**src/rtl/mdu_ctrl.sv**
```systemverilog
// Iterative multiply/divide unit with HI/LO registers and a sequencing FSM.
// MULT/MULTU/DIV/DIVU take 33 busy cycles; MTHI/MTLO write in one cycle from IDLE.
module mdu_ctrl #(
    parameter int unsigned ITER     = 32,
    parameter logic [31:0] HILO_RST = 32'h0000_0000
) (
    input  logic        clk,
    input  logic        reset,
    input  logic        start,
    input  logic [2:0]  op,
    input  logic [31:0] src1,
    input  logic [31:0] src2,
    input  logic        cancel,
    output logic        busy,
    output logic        done,
    output logic [31:0] hi,
    output logic [31:0] lo
);

    localparam int unsigned CNT_W = (ITER > 1) ? $clog2(ITER) : 1;

    localparam logic [2:0] OP_MTHI = 3'd4;
    localparam logic [2:0] OP_MTLO = 3'd5;

    typedef enum logic [1:0] {
        S_IDLE = 2'd0,
        S_CALC = 2'd1,
        S_FIN  = 2'd2
    } state_t;

    state_t state_q;
    state_t state_d;

    logic [CNT_W-1:0] cnt_q;
    logic [63:0]      acc_q;     // upper: partial product / remainder, lower: multiplier / quotient
    logic [31:0]      opb_q;     // multiplicand or divisor magnitude
    logic [31:0]      src1_q;    // original dividend, returned on divide by zero
    logic             is_div_q;
    logic             sgn1_q;
    logic             sgn2_q;
    logic             div0_q;

    logic        accept;
    logic        mthi_we;
    logic        mtlo_we;
    logic        fin;
    logic        last_iter;

    logic        op_signed;
    logic        in_sgn1;
    logic        in_sgn2;
    logic [31:0] in_abs1;
    logic [31:0] in_abs2;

    logic [32:0] mul_sum;
    logic [32:0] div_shift;
    logic [32:0] div_rem;
    logic        div_ge;
    logic [63:0] acc_step;

    logic [63:0] prod_fix;
    logic [31:0] quo_fix;
    logic [31:0] rem_fix;
    logic [31:0] res_hi;
    logic [31:0] res_lo;

    // State register
    always_ff @(posedge clk) begin
        if (reset) begin
            state_q <= S_IDLE;
        end else begin
            state_q <= state_d;
        end
    end

    // Next-state and control strobes
    always_comb begin
        state_d   = state_q;
        accept    = 1'b0;
        mthi_we   = 1'b0;
        mtlo_we   = 1'b0;
        fin       = 1'b0;
        last_iter = (cnt_q == CNT_W'(ITER - 1));
        case (state_q)
            S_IDLE: begin
                if (start && !cancel) begin
                    if (!op[2]) begin
                        accept  = 1'b1;
                        state_d = S_CALC;
                    end else if (op == OP_MTHI) begin
                        mthi_we = 1'b1;
                    end else if (op == OP_MTLO) begin
                        mtlo_we = 1'b1;
                    end
                end
            end
            S_CALC: begin
                if (cancel) begin
                    state_d = S_IDLE;
                end else if (last_iter) begin
                    state_d = S_FIN;
                end
            end
            S_FIN: begin
                state_d = S_IDLE;
                fin     = !cancel;
            end
            default: begin
                state_d = S_IDLE;
            end
        endcase
    end

    // Operand magnitudes; only MULT and DIV (op[0]==0) treat inputs as signed
    always_comb begin
        op_signed = !op[0];
        in_sgn1   = op_signed && src1[31];
        in_sgn2   = op_signed && src2[31];
        in_abs1   = in_sgn1 ? (~src1 + 32'd1) : src1;
        in_abs2   = in_sgn2 ? (~src2 + 32'd1) : src2;
    end

    // One shift-add or restoring-divide step
    always_comb begin
        mul_sum   = {1'b0, acc_q[63:32]} + (acc_q[0] ? {1'b0, opb_q} : 33'd0);
        div_shift = {acc_q[63:32], acc_q[31]};
        div_ge    = (div_shift >= {1'b0, opb_q});
        div_rem   = div_ge ? (div_shift - {1'b0, opb_q}) : div_shift;
        if (is_div_q) begin
            acc_step = {div_rem[31:0], acc_q[30:0], div_ge};
        end else begin
            acc_step = {mul_sum, acc_q[31:1]};
        end
    end

    // Sign fix-up and divide-by-zero override applied in FIN
    always_comb begin
        prod_fix = (sgn1_q ^ sgn2_q) ? (~acc_q + 64'd1) : acc_q;
        quo_fix  = (sgn1_q ^ sgn2_q) ? (~acc_q[31:0] + 32'd1) : acc_q[31:0];
        rem_fix  = sgn1_q ? (~acc_q[63:32] + 32'd1) : acc_q[63:32];
        res_hi   = prod_fix[63:32];
        res_lo   = prod_fix[31:0];
        if (is_div_q) begin
            if (div0_q) begin
                res_hi = src1_q;
                res_lo = 32'hFFFF_FFFF;
            end else begin
                res_hi = rem_fix;
                res_lo = quo_fix;
            end
        end
    end

    // Datapath, HI/LO and status outputs
    always_ff @(posedge clk) begin
        if (reset) begin
            busy     <= 1'b0;
            done     <= 1'b0;
            hi       <= HILO_RST;
            lo       <= HILO_RST;
            cnt_q    <= '0;
            acc_q    <= '0;
            opb_q    <= '0;
            src1_q   <= '0;
            is_div_q <= 1'b0;
            sgn1_q   <= 1'b0;
            sgn2_q   <= 1'b0;
            div0_q   <= 1'b0;
        end else begin
            busy <= (state_d != S_IDLE);
            done <= fin;
            if (accept) begin
                cnt_q    <= '0;
                acc_q    <= {32'd0, in_abs1};
                opb_q    <= in_abs2;
                src1_q   <= src1;
                is_div_q <= op[1];
                sgn1_q   <= in_sgn1;
                sgn2_q   <= in_sgn2;
                div0_q   <= op[1] && (src2 == 32'd0);
            end else if (state_q == S_CALC) begin
                cnt_q <= cnt_q + CNT_W'(1);
                acc_q <= acc_step;
            end
            if (mthi_we) begin
                hi <= src1;
            end
            if (mtlo_we) begin
                lo <= src1;
            end
            if (fin) begin
                hi <= res_hi;
                lo <= res_lo;
            end
        end
    end

endmodule

```
**config.mk**
```make
export PLATFORM = sky130hd
export DESIGN_NAME = mdu_ctrl
export DESIGN_NICKNAME = d
export VERILOG_FILES = /design/src/rtl/mdu_ctrl.sv
export SDC_FILE = /design/constraint.sdc
export NUM_CORES = 1
export LEC_CHECK = 0
export CORE_UTILIZATION = 44
export CTS_CLUSTER_DIAMETER = 150
export CTS_CLUSTER_SIZE = 40
export DETAILED_ROUTE_END_ITERATION = 6
export PLACE_DENSITY = 0.7
export RECOVER_POWER = 25
export SYNTH_ARGS = -nofsm -noshare
export SYNTH_HDL_FRONTEND = slang
export SYNTH_SLANG_ARGS = --single-unit
```
**constraint.sdc**
```tcl
create_clock -name clk -period 2.8 [get_ports clk]
set_input_delay 0.56 -clock clk [delete_from_list [all_inputs] [get_ports clk]]
set_output_delay 0.56 -clock clk [all_outputs]
set_load 0.02 [all_outputs]
```
==> results of run 1 <==
-- cell usage after synthesis (all sizes together), types with 13 or more instances --
library cell  number  area share [%]
nand3             39             1.2
nand4             17            0.65
ha                70             5.4
nand2b            17            0.65
nor4              19            0.94
inv               74             1.7
a221oi            33             1.8
a221o             17             1.0
a21oi            202             6.2
o31ai             32             1.5
mux2i            116             7.2
mux2              13            0.90
o211ai            18            0.83
dfxtp            205              25
a21o              33             1.5
nand2            207             4.8
buf               28            0.85
nor3              36             1.1
or3               26             1.1
a31oi             14            0.54
clkbuf           142             3.3
nor2             184             4.3
xor2              98             5.3
a211oi            85             3.9
xnor2             94             5.1
o21ai            151             4.7
-- path summary, 6_finish.rpt --
path                              to  cells after the start  slack (ps)                     from
max           acc_q[59]$_SDFFE_PP0P_                     14        -310    acc_q[0]$_SDFFE_PP0P_
min          src1_q[28]$_SDFFE_PP0P_                      2         370                    reset
max reg2reg   acc_q[59]$_SDFFE_PP0P_                     14        -310    acc_q[0]$_SDFFE_PP0P_
min reg2reg  src1_q[28]$_SDFFE_PP0P_                      2         470  src1_q[28]$_SDFFE_PP0P_
-- report_power, final --
group	total, uW	internal (uW)	leakage, uW	switching [uW]
clock network	1720	638	0.000130	1080
logic	3370	1640	0.00749	1730
registers	3100	3010	0.00168	84.3
total	8180	5290	0.00930	2890
-- sequential cells by signal, indices dropped and copies added (netlist names) --
signal,cells
div0_q,1
lo,32
acc_q,64
is_div_q,1
src1_q,32
opb_q,32
sgn2_q,1
busy,1
state_q,2
done,1
sgn1_q,1
cnt_q,5
hi,32
-- kinds of logic after synthesis --
family,Yosys count
AOI/OAI and AO/OA,673
xor gates and xnor gates,192
adders and majority gates,72
buffers and inverters,244
DFF,205
muxes,129
and+or+nand+nor,619
-- layout make-up --
cell class                 instances  area share, %
timing repair buffer             616           23.2
tap                              461           2.52
clock inverter                     1          0.131
sequential                       205           18.2
multi-input combinational       1685           53.7
clock buffer                      10           1.04
inverter                          74           1.29
-- routing by layer --
layer	track usage, %	wire length [um]	share of wire, %
met5	0	0	0
met4	13.9	3230	4.9
met3	3.70	4510	6.9
met2	57.8	32000	49
met1	40.3	25900	39
-- through the flow --
stage,instances,utilization (%)
after floorplan,2134,-
after global placement,2980,58.2
after detailed placement,2980,58.2
after CTS,3025,61.8
after global routing,3052,63.8
final,3052,63.8
-- repair_timing --
| action | in CTS | in global routing |
|---|---|---|
| setup buffers | 30 | 31 |
| gates resized for setup | 192 | 151 |
| pin swaps | 61 | 83 |
| cloned | 4 | 0 |
| hold endpoints to repair | 0 | 0 |
| setup endpoints to repair | 48 | 66 |
==> impl_metrics.toml, run 1 <==
[cells_and_area]
nNetsFinal = 2734
syn_to_final_growth_pct = 41.1
fin_area_um2 = 22900
final_common_cell = "buf_4"
fillCellCount = 3066
multiInputGateArea_um2 = 12300
seqCellArea_um2 = 4170
drive_gt1_share_pct = 28.3
final_cell_mix = "421 x buf_4, 198 x nand2_1, 179 x nor2_1, 167 x dfxtp_1, 162 x a21oi_1"
diodes = 0

[timing]
relSlewSlack_pct = 30.3
hold_ws_ps = 370
grt_setup_unrepaired = "true"
period_share_pct = 111
fin_worst_skew_ps = 63.9
final-setup-viol-count = 56
final_max_slew_viol_count = 0
fin_ws_ps = -310
max_slew.worst_pin.slew_ps = 1050
hold_viol = 0
tns_ps = -5170
clock.fmax_mhz = 322
period_needed_ps = 3110

[min_path]
hold_class = "input port to flip-flop"

[synth]
syn_inst = 2134
synth-seq-cells = 205
synth_xor_area_share_pct = 10.4
synth_ff_type = "dfxtp_1"
synthAdderAreaFrac_pct = 5.64
synth_simple_gate_area_share_pct = 18.2
synth_area_um2 = 16200
netlist-cell-type-count = 84
synthMuxAreaShare_pct = 8.05
synth_compound_area_share_pct = 26.7
async_flop_share_pct = 0
syn_nets = 2277
synth_warnings = 0
synth_edf_count = 0
ys_seq_area_share_pct = 25.3
syn_area_per_cell_um2 = 7.61
synth_top_family_by_area = "compound AO/OA/AOI/OAI gates"

[critical_path]
worstSetupStartpointType = "flip-flop"
cpPeakStageDelay_ps = 380
endpoint_kind = "flip-flop"
critical_path.top_delay_family = "compound AO/OA/AOI/OAI gates"
critPathMaxFanout = 7
worstPathCellList = "inv_4 > buf_12 > nor2_1 > ha_1 > a211oi_2 > o21ai_1 > a311oi_1 > buf_4 > a2111oi_4 > a211o_1 > a221o_1 > mux2i_1 > nor2_1 > a211oi_1"
worst_ep_required_time_ps = 3230
crit_top_cell = "nor2_1"
worstSetupPathType = "flip-flop to flip-flop"
slowest_stage = "dfxtp_2"
cp_data_arrival_time_ps = 3540
path_buf_inv = 3

[clock_tree]
cts_buffer_depth = 3
cts.sinks = 205
cts_buffers = 9
clockRootBuffer = "clkbuf_16"
cts_hold_buffers = 0
ctsHtreeMaxLevel = 1
clock_latency_ps = 520
cts_tree = "built"
cts.clk_slew.worst_paths_ps = 170

[routing]
ant_nets = 0
vias = 18500
drc = 0
drt-total-wl_mm = 65.7
drtPass1Iterations = 5
vias_per_cell = 6.07
wl_per_cell_um = 21.5
drtIter0Drc = 1663

[outcome]
outcome = "finished, violations left"
violations = "negative setup slack"

[placement]
placed_area_um2 = 20900
pre_cts_ws_ps = -474
io_buffers = 136
routabilityCongestion = 0.971
dpl.hpwl_mm = 47.8

[global_routing]
antenna_found_initial = 0
grt_pass1_wl_mm = 98.8
grt_max_degree = 111
grt_pass1_vias = 17900
grt.total_usage_pct = 32.8
grt_overflow = 0

[die]
core_area_um2 = 35900
dieArea_um2 = 37700
die_h_um = 194
die_w_um = 194
start_util_pct = 45.2
num_rows = 69
ios = 137

[power_and_ir_drop]
p_leak_uw = 0.00930
p_total_uw = 8180
power.density_nw_per_um2 = 357
ir_drop_mv = 0.391

[flow_run]
maxCapViolCount = 0
Power figures use the tool's default switching activity.
==> run 2, diff against run 1 <==
--- a/config.mk
+++ b/config.mk
@@ -9,7 +9,7 @@
 export CTS_CLUSTER_DIAMETER = 150
 export CTS_CLUSTER_SIZE = 40
 export DETAILED_ROUTE_END_ITERATION = 6
-export PLACE_DENSITY = 0.7
+export PLACE_DENSITY = 0.67
 export RECOVER_POWER = 25
 export SYNTH_ARGS = -nofsm -noshare
 export SYNTH_HDL_FRONTEND = slang
==> constraint.sdc (replaced) <==
create_clock -name clk -period 3.3 [get_ports clk]
set_input_delay 0.66 -clock clk [delete_from_list [all_inputs] [get_ports clk]]
set_output_delay 0.66 -clock clk [all_outputs]
set_load 0.02 [all_outputs]
==> run 2 against run 1 <==
Net effect: the run now ends clean; critical path depth unchanged; critical path type unchanged; sequential share of layout area up 2.8 points; cell area down 14%; first-iteration DRC count up 5.1%; utilization down 9.1 points; non-clock buffer count down 268; sequential power down 15%; worst hold slack better by 94 ps; register-to-register slack better by 400 ps; flip-flop and latch count unchanged; largest power group is now registers; largest cell class unchanged; clock power down 16%; cell count down 8.7%.
==> impl_metrics.toml, run 2 (synthesis gave the netlist of run 1 again) <==
[outcome]
outcome = "complete, no violations"

[global_routing]
grt.total_usage_pct = 31.7
grt_max_degree = 101
antenna_found_initial = 0
grt_pass1_vias = 16300
grt_pass1_wl_mm = 95.0
grt_overflow = 0

[die]
dieArea_um2 = 37700
start_util_pct = 45.2
ios = 137
core_area_um2 = 35900
die_w_um = 194
num_rows = 69
die_h_um = 194

[min_path]
hold_class = "flip-flop to flip-flop"
min_path_cells = 2
min-delay-start = "opb_q[31]$_SDFFE_PP0P_"
hold_path_end = "opb_q[31]$_SDFFE_PP0P_"

[cells_and_area]
regMostFlops = "acc_q"
multiInputGateArea_um2 = 11400
diodes = 0
largest_register_ffs = 64
fin_cells = 2785
nNetsFinal = 2466
syn_to_final_growth_pct = 21.0
drive_gt1_share_pct = 13.1
seqCellArea_um2 = 4110
final_cell_mix = "205 x nand2_1, 205 x buf_4, 201 x dfxtp_1, 196 x a21oi_1, 183 x nor2_1"
fillCellCount = 3446

[clock_tree]
cts.clk_slew.worst_paths_ps = 150
clockRootBuffer = "clkbuf_16"
cts_buffers = 9
cts_tree = "built"
cts.sinks = 205
ctsHtreeMaxLevel = 1
cts_buffer_depth = 3
cts_hold_buffers = 0
clock_latency_ps = 500

[power_and_ir_drop]
p_leak_uw = 0.00789
power.density_nw_per_um2 = 315
ir_drop_mv = 0.326

[critical_path]
r2r-end = "acc_q[60]$_SDFFE_PP0P_"
worstSetupPathType = "flip-flop to flip-flop"
crit_top_cell = "buf_4"
timing.rr.start = "opb_q[6]$_SDFFE_PP0P_"
cpPeakStageDelay_ps = 400
endpoint_kind = "flip-flop"
r2r_cells = 14
critPathMaxFanout = 8
worst_ep_required_time_ps = 3670
r2r_slack_ps = 90
cp_data_arrival_time_ps = 3580
worstPathCellList = "inv_2 > ha_1 > and2_1 > or2_2 > nand4_1 > o21ai_1 > buf_4 > o211ai_1 > nand2_1 > buf_4 > o32a_1 > o311ai_1 > buf_4 > a21oi_1"
slowest_stage = "o211ai_1"
worstSetupStartpointType = "flip-flop"

[routing]
drtIter0Drc = 1747
ant_nets = 0
drt-total-wl_mm = 61.5
vias = 17300
drtPass1Iterations = 5
vias_per_cell = 6.19
wl_per_cell_um = 22.1
drc = 0

[placement]
pre_cts_ws_ps = -56.8
dpl.hpwl_mm = 47.4
routabilityCongestion = 0.999
numPlacedInstances = 2771
io_buffers = 136

[timing]
clock.fmax_mhz = 311
fin_ws_ps = 87.5
final_max_slew_viol_count = 0
period_share_pct = 97.3
tns_ps = 0
hold_ws_ps = 464
hold_viol = 0
grt_setup_unrepaired = "false"
final-setup-viol-count = 0
fin_worst_skew_ps = 33.2
period_needed_ps = 3210
relSlewSlack_pct = 47.5
max_slew.worst_pin.slew_ps = 787

[flow_run]
maxCapViolCount = 0
==> run 2: changes by cell type in the layout (fill, tap and decap cells not counted), sizes merged <==
cell           delta
clkbuf            -2
clkdlybuf4s50    -56
buf             -266
dlygate4sd3      +56
inv               +1
==> run 2: per-layer routing <==
metal  up-vias  global-route usage, %  wire [um]
li1       8102                      -          -
met1      8227                   42.7      26300
met5         -                      0          0
met2       786                   51.5      28100
met3       138                   3.48       4520
met4         0                   12.6       2610
==> run 2: worst max path at each step <==
stage | endpoint | slack (ps) | start
2_1_floorplan | acc_q[59]$_SDFFE_PP0P_ | 270 | acc_q[0]$_SDFFE_PP0P_
3_3_place_gp | acc_q[29]$_SDFFE_PP0P_ | -30 | src1[6]
3_5_place_dp | acc_q[29]$_SDFFE_PP0P_ | -60 | src1[6]
4_1_cts | acc_q[59]$_SDFFE_PP0P_ | 3 | acc_q[0]$_SDFFE_PP0P_
5_1_grt | acc_q[60]$_SDFFE_PP0P_ | 3 | acc_q[32]$_SDFFE_PP0P_
6_report | acc_q[60]$_SDFFE_PP0P_ | 90 | opb_q[6]$_SDFFE_PP0P_
==> run 2: layout make-up <==
class                           instances  share of cell area, %
Clock buffer                           10                   1.17
Clock inverter                          2                  0.210
Inverter                               74                   1.43
Multi-Input combinational cell       1685                   58.1
Sequential cell                       205                   20.9
Tap cell                              461                   2.94
Timing Repair Buffer                  348                   15.3
==> run 2: per-stage QoR <==
step	area [um^2]	total power [uW]	util (%)
after CTS	19500	6150	54.3
after global routing	19600	6440	54.7
after floorplan	16200	3880	-
final	19600	6200	54.7
after global placement	19200	4720	53.5
after detailed placement	19200	4740	53.5
==> run 2: repair_timing <==
action / CTS / global route
setup buffers: 0 / 2
pin swaps: 1 / 13
gates cloned: 0 / 1
endpoints found under the setup margin: 8 / 29
gates resized for setup: 6 / 39
==> run 2: worst max-delay path: cells and delay by family (launching register included) <==
kind            cells  cell delay, ps
compound gates      5             930
fa+ha+maj           1             350
buf+inv             4             650
flops               1             380
simple gates        4             780
==> run 2: power breakdown <==
part           leakage [uW]  total (uW)  internal, uW  switching [uW]
logic               0.00609        2120           898            1220
registers           0.00167        2640          2550            82.8
clock network      0.000130        1440           531             910
total               0.00789        6200          3980            2210
